### config.mk
export PLATFORM = sky130hd
export DESIGN_NAME = instr_fetch_unit
export DESIGN_NICKNAME = d
export VERILOG_FILES = /design/src/rtl/instr_fetch_unit.sv
export SDC_FILE = /design/constraint.sdc
export NUM_CORES = 1
export LEC_CHECK = 0
export ABC_AREA = 1
export BUFFER_PORTS_ARGS = -buffer_cell sky130_fd_sc_hd__buf_2
export CORE_ASPECT_RATIO = 2
export CORE_MARGIN = 5
export CORE_UTILIZATION = 26
export DETAILED_ROUTE_END_ITERATION = 6
export MAX_ROUTING_LAYER = met4
export REMOVE_ABC_BUFFERS = 1
export SLEW_MARGIN = 5
export SYNTH_ARGS = -nofsm -noshare
export SYNTH_HDL_FRONTEND = slang
export SYNTH_SLANG_ARGS = --single-unit
### constraint.sdc
create_clock -name i_clk -period 8.3 [get_ports i_clk]
set_input_delay 1.245 -clock i_clk [delete_from_list [all_inputs] [get_ports i_clk]]
set_output_delay 1.245 -clock i_clk [all_outputs]
set_load 0.01 [all_outputs]
### src/rtl/instr_fetch_unit.sv
// Fetch stage: owns the PC, issues single-outstanding word fetches, buffers returned
// words in a small FIFO and hands {pc, instr} to decode over a valid/ready handshake.
module instr_fetch_unit #(
  parameter int unsigned     XLEN     = 32,
  parameter logic [XLEN-1:0] RESET_PC = '0,
  parameter int unsigned     DEPTH    = 2
) (
  input  logic            i_clk,
  input  logic            i_rst_n,
  output logic            o_imem_req,
  output logic [XLEN-1:0] o_imem_addr,
  input  logic            i_imem_ack,
  input  logic [XLEN-1:0] i_imem_data,
  input  logic            i_redirect,
  input  logic [XLEN-1:0] i_redirect_pc,
  output logic            o_valid,
  input  logic            i_ready,
  output logic [XLEN-1:0] o_instr,
  output logic [XLEN-1:0] o_pc,
  output logic [6:0]      o_op
);

  localparam int unsigned AW      = $clog2(DEPTH);
  localparam logic [AW:0] DEPTH_C = (AW+1)'(DEPTH);

  typedef enum logic {ST_FETCH, ST_DROP} state_t;

  state_t            state_reg, state_next;
  logic [XLEN-1:0]   pc_reg, pc_next;
  logic [XLEN-1:0]   addr_reg, addr_next;
  logic              pending_reg, pending_next;
  logic              run_reg;
  logic [AW:0]       count_reg, count_next;
  logic [AW-1:0]     wr_ptr_reg, wr_ptr_next;
  logic [AW-1:0]     rd_ptr_reg, rd_ptr_next;

  logic [XLEN-1:0]   mem_pc    [DEPTH];
  logic [XLEN-1:0]   mem_instr [DEPTH];

  logic              start;
  logic              req;
  logic              ack_ok;
  logic              push;
  logic              pop;
  logic              fifo_nonempty;
  logic [XLEN-1:0]   cur_addr;
  logic              unused_redirect_lsbs;

  assign unused_redirect_lsbs = ^i_redirect_pc[1:0];

  // run_reg holds off the first request until the cycle after reset is released.
  assign fifo_nonempty = (count_reg != '0);
  assign start    = run_reg && (state_reg == ST_FETCH) && !pending_reg && (count_reg != DEPTH_C);
  assign req      = pending_reg || start;
  assign cur_addr = pending_reg ? addr_reg : pc_reg;
  assign ack_ok   = req && i_imem_ack;
  assign push     = ack_ok && (state_reg == ST_FETCH) && !i_redirect;
  assign pop      = fifo_nonempty && i_ready && !i_redirect;

  always_comb begin
    state_next   = state_reg;
    pc_next      = pc_reg;
    addr_next    = start ? pc_reg : addr_reg;
    pending_next = req && !i_imem_ack;
    count_next   = count_reg;
    wr_ptr_next  = wr_ptr_reg;
    rd_ptr_next  = rd_ptr_reg;

    if (i_redirect) begin
      // An unanswered request must still be drained; its data belongs to the old path.
      pc_next     = {i_redirect_pc[XLEN-1:2], 2'b00};
      state_next  = (req && !i_imem_ack) ? ST_DROP : ST_FETCH;
      count_next  = '0;
      wr_ptr_next = '0;
      rd_ptr_next = '0;
    end else begin
      if (push) begin
        pc_next     = pc_reg + XLEN'(4);
        wr_ptr_next = wr_ptr_reg + 1'b1;
      end
      if (pop) begin
        rd_ptr_next = rd_ptr_reg + 1'b1;
      end
      if ((state_reg == ST_DROP) && ack_ok) begin
        state_next = ST_FETCH;
      end
      unique case ({push, pop})
        2'b10:   count_next = count_reg + 1'b1;
        2'b01:   count_next = count_reg - 1'b1;
        default: count_next = count_reg;
      endcase
    end
  end

  always_ff @(posedge i_clk or negedge i_rst_n) begin
    if (!i_rst_n) begin
      state_reg   <= ST_FETCH;
      pc_reg      <= RESET_PC;
      addr_reg    <= RESET_PC;
      pending_reg <= 1'b0;
      run_reg     <= 1'b0;
      count_reg   <= '0;
      wr_ptr_reg  <= '0;
      rd_ptr_reg  <= '0;
    end else begin
      state_reg   <= state_next;
      pc_reg      <= pc_next;
      addr_reg    <= addr_next;
      pending_reg <= pending_next;
      run_reg     <= 1'b1;
      count_reg   <= count_next;
      wr_ptr_reg  <= wr_ptr_next;
      rd_ptr_reg  <= rd_ptr_next;
    end
  end

  always_ff @(posedge i_clk) begin
    if (push) begin
      mem_pc[wr_ptr_reg]    <= cur_addr;
      mem_instr[wr_ptr_reg] <= i_imem_data;
    end
  end

  assign o_imem_req  = req;
  assign o_imem_addr = cur_addr;
  assign o_valid     = fifo_nonempty;
  // Head entry is forced to zero while empty so stale storage never leaks out.
  assign o_instr     = fifo_nonempty ? mem_instr[rd_ptr_reg] : '0;
  assign o_pc        = fifo_nonempty ? mem_pc[rd_ptr_reg]    : '0;
  assign o_op        = o_instr[6:0];

endmodule

## Word level (Yosys, flattened, before mapping)

Memories as Yosys holds them, arrays and structs flattened.
Index checks and enable logic that the tools add are counted.

| storage, ports and cells | value |
|---|---|
| flip-flop bits (word level) | 71 |
| bits in writable memories | 128 |
| memories kept | 2 |

| cells by class | value |
|---|---|
| add/subtract/negate cells | 5 |
| equal/unequal tests | 3 |
| muxes and demuxes | 16 |
| bitwise operators | 1 |
| reduce and logical (&&, ||, !) cells | 19 |

Memory list:

| memory | words | width | read ports | clocked after memory_dff | write ports | RTL line | source |
|---|---|---|---|---|---|---|---|
| mem_instr | 2 | 32 | 1 | 0 | 1 | 38 | `logic [XLEN-1:0] mem_instr [DEPTH];` |
| mem_pc | 2 | 32 | 1 | 0 | 1 | 37 | `logic [XLEN-1:0] mem_pc [DEPTH];` |

Operators with widths:

| operator | count |
|---|---|
| two-way mux 32 bit | 5 |
| adder 32 x 3 -> 32 bit (second input constant) | 1 |
| logical AND 1 bit | 10 |
| two-way mux 1 bit | 9 |
| nonzero test 2 bit | 4 |
| one-hot mux 2 bit (2 select lines) | 1 |
| logical NOT 1 bit | 3 |
| nonzero test 3 bit | 1 |
| adder 1 bit (second input constant) | 2 |
| adder 2 x 1 -> 2 bit (second input constant) | 1 |
| == test 2 x 1 -> 1 bit (second input constant) | 1 |
| == test 2 bit (second input constant) | 1 |
| two-way mux 2 bit | 1 |
| inequality test 2 bit (second input constant) | 1 |
| subtractor 2 x 1 -> 2 bit (second input constant) | 1 |
| logical OR 1 bit | 1 |
| NOT 1 bit | 1 |

## Logic depth before layout (Yosys ltp)

| logic depth | value |
|---|---|
| depth in word-level cells | 11 |
| depth in mapped cells | 11 |

## Least setup slack after synthesis

OpenSTA, ideal clock, no wires.

| path | value |
|---|---|
| path kind | input port to flip-flop |
| start point | in i_redirect |
| end point | mem mem_instr[1][0] (enable) |
| arrival | 4183 ps |
| required time | 7818 ps |
| slack | 3634 ps |
| stages on the path | 3 |
| path buffers | 0 |
| path through | inv_1 > nand4_1 > nor2_1 |

| on the way | value |
|---|---|
| cells in the longest elaborated chain, start to end | 4 |

Ends and longest elaborated chain:

| what | RTL line | source |
|---|---|---|
| start, declared | 14 | `input logic i_redirect,` |
| logical NOT 1 bit | 57 | `assign push = ack_ok && (state_reg == ST_FETCH) && !i_redirect;` |
| logical AND 1 bit | 57 |  |
| two-way mux 1 bit | 118 | `if (push) begin` |
| two-way mux 1 bit (not written as such) | 120 | `mem_instr[wr_ptr_reg] <= i_imem_data;` |
| end, declared | 38 |  |

No other way between the ends.

## Final worst setup path

| path | value |
|---|---|
| start point | in i_redirect |
| end point | mem mem_pc[0][16] (enable) |

| on the way | value |
|---|---|
| cells in the longest elaborated chain, start to end | 4 |

Ends and longest elaborated chain:

| what | RTL line | source |
|---|---|---|
| logical NOT 1 bit | 57 |  |
| logical AND 1 bit | 57 |  |
| two-way mux 1 bit | 118 |  |
| two-way mux 1 bit (not written as such) | 119 | `mem_pc[wr_ptr_reg] <= cur_addr;` |
| end, declared | 37 |  |

No other way between the ends.

==> summary.txt <==
Route
  – DRT Pass-1 Iters: 4
  – Remaining DRCs: 0
  – Via density: 4.408
  – WL final: 24060 um
  – Number of DRC markers in iteration 0: 449
  – WL/cell: 15.56 um
  – Vias post-DR: 6815
  – Routed Antenna Nets: 0

Global routing
  – Grt ovf: 0
  – Met1 GRT Util: 13.63%
  – GR Util met3: 2.112%
  – Vias in the first global route: 6773
  – GRT Max-Usage Layer: met2
  – First-pass GRT wire length: 37140 um
  – GRT Total Usage: 13.12%
  – Met2 usage: 23.50%
  – Largest net degree at the start of global routing: 68
  – Initial antenna violation count: 2

Logic synthesis
  – Post-synthesis adder-cell area fraction: 0.1436%
  – Sequential fraction of the synthesis area: 61.97%
  – Multiplexer share of the synthesized area: 0%
  – Synth Area in XOR/XNOR: 0.3015%
  – Mapped Area: 8715 sq um
  – Simple-gate portion of the synthesized area: 23.36%
  – Main combinational cell family by area after synthesis: simple AND/OR/NAND/NOR gates
  – Synth top area share: 42.73%
  – Compound-Gate Fraction of Synth Area: 8.816%
  – Cell count after synthesis: 952
  – Area contributors post-synth: edfxtp_1 (43%), dfrtp_1 (19%), nand2_1 (15%)
  – Synth Area per Inst: 9.154 sq um
  – Distinct cell type count after synthesis: 28
  – Leading area contributor after synthesis: edfxtp_1
  – Syn. warnings: 0
  – Flop and latch count out of synthesis: 191

Layout
  – Final core occ: 31.38%
  – Final Instance Area: 10480 sq um
  – FF+latch area: 5401 sq um
  – Area delta synth->final: 20.29%
  – Nets: 1165
  – Fill cells: 3469
  – Layout cells sized above 1: 21.39%
  – Max FFs per register: 64
  – Register with the most flip-flops: mem_instr
  – Multi-input logic area: 2879 sq um
  – Regs by FF count: mem_instr: 64 flops, mem_pc: 60 flops

Die
  – IO Count: 174
  – Num rows: 95
  – Initial Utilization: 26.09%
  – Die Y: 268.9 um
  – Core Area: 33400 sq um
  – Die extent in x: 139.5 um
  – Die area: 37500 sq um

Clocking
  – Sink Count: 191
  – Htree depth: 4
  – Post-CTS Setup Bufs: 0
  – Total CTS buffers: 17
  – CTS tree: yes
  – Clk slew on worst S/H paths: 0.07 ns
  – Post-CTS resize count: 0
  – Worst-Skew Late Latency: 0.44 ns
  – Post-CTS Hold Buffers: 0
  – Maximum buffer depth of the clock tree: 2
  – CTS root buffer: clkbuf_16

Run status
  – Outcome: complete, no violations

STA
  – Achievable Freq: 279.4 MHz
  – Post-Route Skew: 0.01291 ns
  – Tmin final: 3.579 ns
  – Number of setup violations in the final report: 0
  – Setup TNS: 0 ns
  – Worst Max-Slew Pin Slew: 1.014 ns
  – Hold Fails Final Rpt: 0
  – Slew Viols, Final: 0
  – Relative slew slack: 32.40%
  – Tcrit/Tclk final: 43.12%
  – RSZ-0062 raised after global routing: no

Critical path
  – Nature of the critical path endpoint: flip-flop
  – Req. time, crit path: 8.35 ns
  – Critical path class: in2reg
  – Arr. time, crit path: 3.63 ns
  – Critical-path cell list: buf_2, inv_1, buf_4, nand4_1, inv_1, nand2_1, inv_2, buf_4
  – Crit-path slowest cell: buf_4
  – Crit path max fanout: 62
  – Startpoint types: input port
  – Crit path largest cell delay: 0.65 ns

Power
  – Power Dens Cells: 266.3 nW/um^2
  – Total Power: 2.792 mW
  – Max VDD drop: 0.1305 mV
  – Static Leak: 4.449 nW

Job
  – Max-cap violations: 0

Placement
  – I/O Buffers: 167
  – DP Wirelength: 16960 um
  – Placer congestion estimate: 0.8972
  – DP Area: 9916 sq um

Worst hold path
  – Min-delay worst type: reg2reg
[report_power, final]
group / switching [mW] / internal (mW) / leakage (nW) / total (mW)
clock: 0.390 / 0.406 / 0.278 / 0.797
combinational: 0.504 / 0.235 / 2.22 / 0.739
sequential: 0.0863 / 1.17 / 1.95 / 1.26
[synth_stat cells]
library cell    n
conb_1          2
nor2_4          1
xor2_1          2
clkbuf_2        1
nand4_1         5
nor2_2         15
inv_4           1
a21oi_1        64
dfrtp_1        67
inv_1          47
nand3_4         1
nand2_4         2
buf_2           5
or2_2           3
nand2_2         2
ha_1            1
nand3_1        48
xnor2_1         1
buf_4          12
inv_2           3
clkbuf_1       33
buf_1           1
o211ai_1        7
edfxtp_1      124
nand2_1       357
o21ai_0        79
buf_6           2
nor2_1         66
[cell type report]
class | instances | area share, %
sequential | 191 | 51.53
tap | 436 | 5.204
antenna | 2 | 0.04774
multi-input combinational | 659 | 27.46
inverter | 51 | 1.850
timing repair buffer | 175 | 8.546
clock buffer | 20 | 4.261
clock inverter | 12 | 1.098
[per-stage QoR]
stage	std cells	setup slack, ns	hold WS (ns)
finish	1546	4.721	0.4844
detailed placement	1512	4.244	0.4728
floorplan	901	2.830	0.4529
global placement	1512	4.231	0.4668
global route	1546	4.572	0.5069
CTS	1544	4.685	0.4908
[per-layer routing]
layer  wire length (um)  vias to the layer above
met3                789                       62
met2              13120                      158
li1                   -                     3412
met1               8995                     3183
met4               1153                        0
met5                  0                        -
[placed cells by master (no fill, tap or decap)]
cell,netlist,routed
nand3_2,0,1
nand2_4,2,2
buf_2,5,167
inv_6,0,4
nand3_4,1,1
clkinv_4,0,4
xnor2_1,1,1
inv_2,3,4
a21oi_1,64,64
clkbuf_8,0,1
nand4_1,5,5
inv_8,0,4
xor2_1,2,2
nand3_1,48,47
nand2_1,357,357
dfrtp_1,67,66
o21ai_0,79,79
o211ai_1,7,7
nor2_4,1,3
ha_1,1,1
clkbuf_16,0,17
nor2_1,66,65
inv_4,1,1
inv_1,47,46
diode_2,0,2
nand2_2,2,2
edfxtp_1,124,124
dfrtp_2,0,1
clkbuf_1,33,2
or2_2,3,3
buf_4,12,8
conb_1,2,5
nor2_2,15,14
[critical path: cells and delay by family]
kind / cells / cell delay [ns]
buffers and inverters: 6 / 1.74
and+or+nand+nor: 2 / 0.53
[cell families (layout without fill, tap and decap cells)]
logic type | Yosys count | in the layout
xor+xnor | 3 | 3
compound gates | 150 | 150
simple gates | 500 | 500
fa+ha+maj | 1 | 1
buf+inv | 105 | 258
flops | 191 | 191
other cells | 2 | 7
[final timing paths]
check | endpoint | cells after the start | from | slack (ns)
worst max-delay path | mem_pc[0][16] | 8 | i_redirect | 4.72
worst min-delay path | addr_reg[9] | 2 | addr_reg[9] | 0.48
worst max register to register | mem_pc[0][16] | 8 | pending_reg | 5.33
worst min register to register | addr_reg[9] | 2 | addr_reg[9] | 0.48
max in group asynchronous | rd_ptr_reg | 2 | i_rst_n | 6.68
min in group asynchronous | run_reg | 2 | i_rst_n | 0.99
No activity file was read; power rests on OpenSTA's default activity.
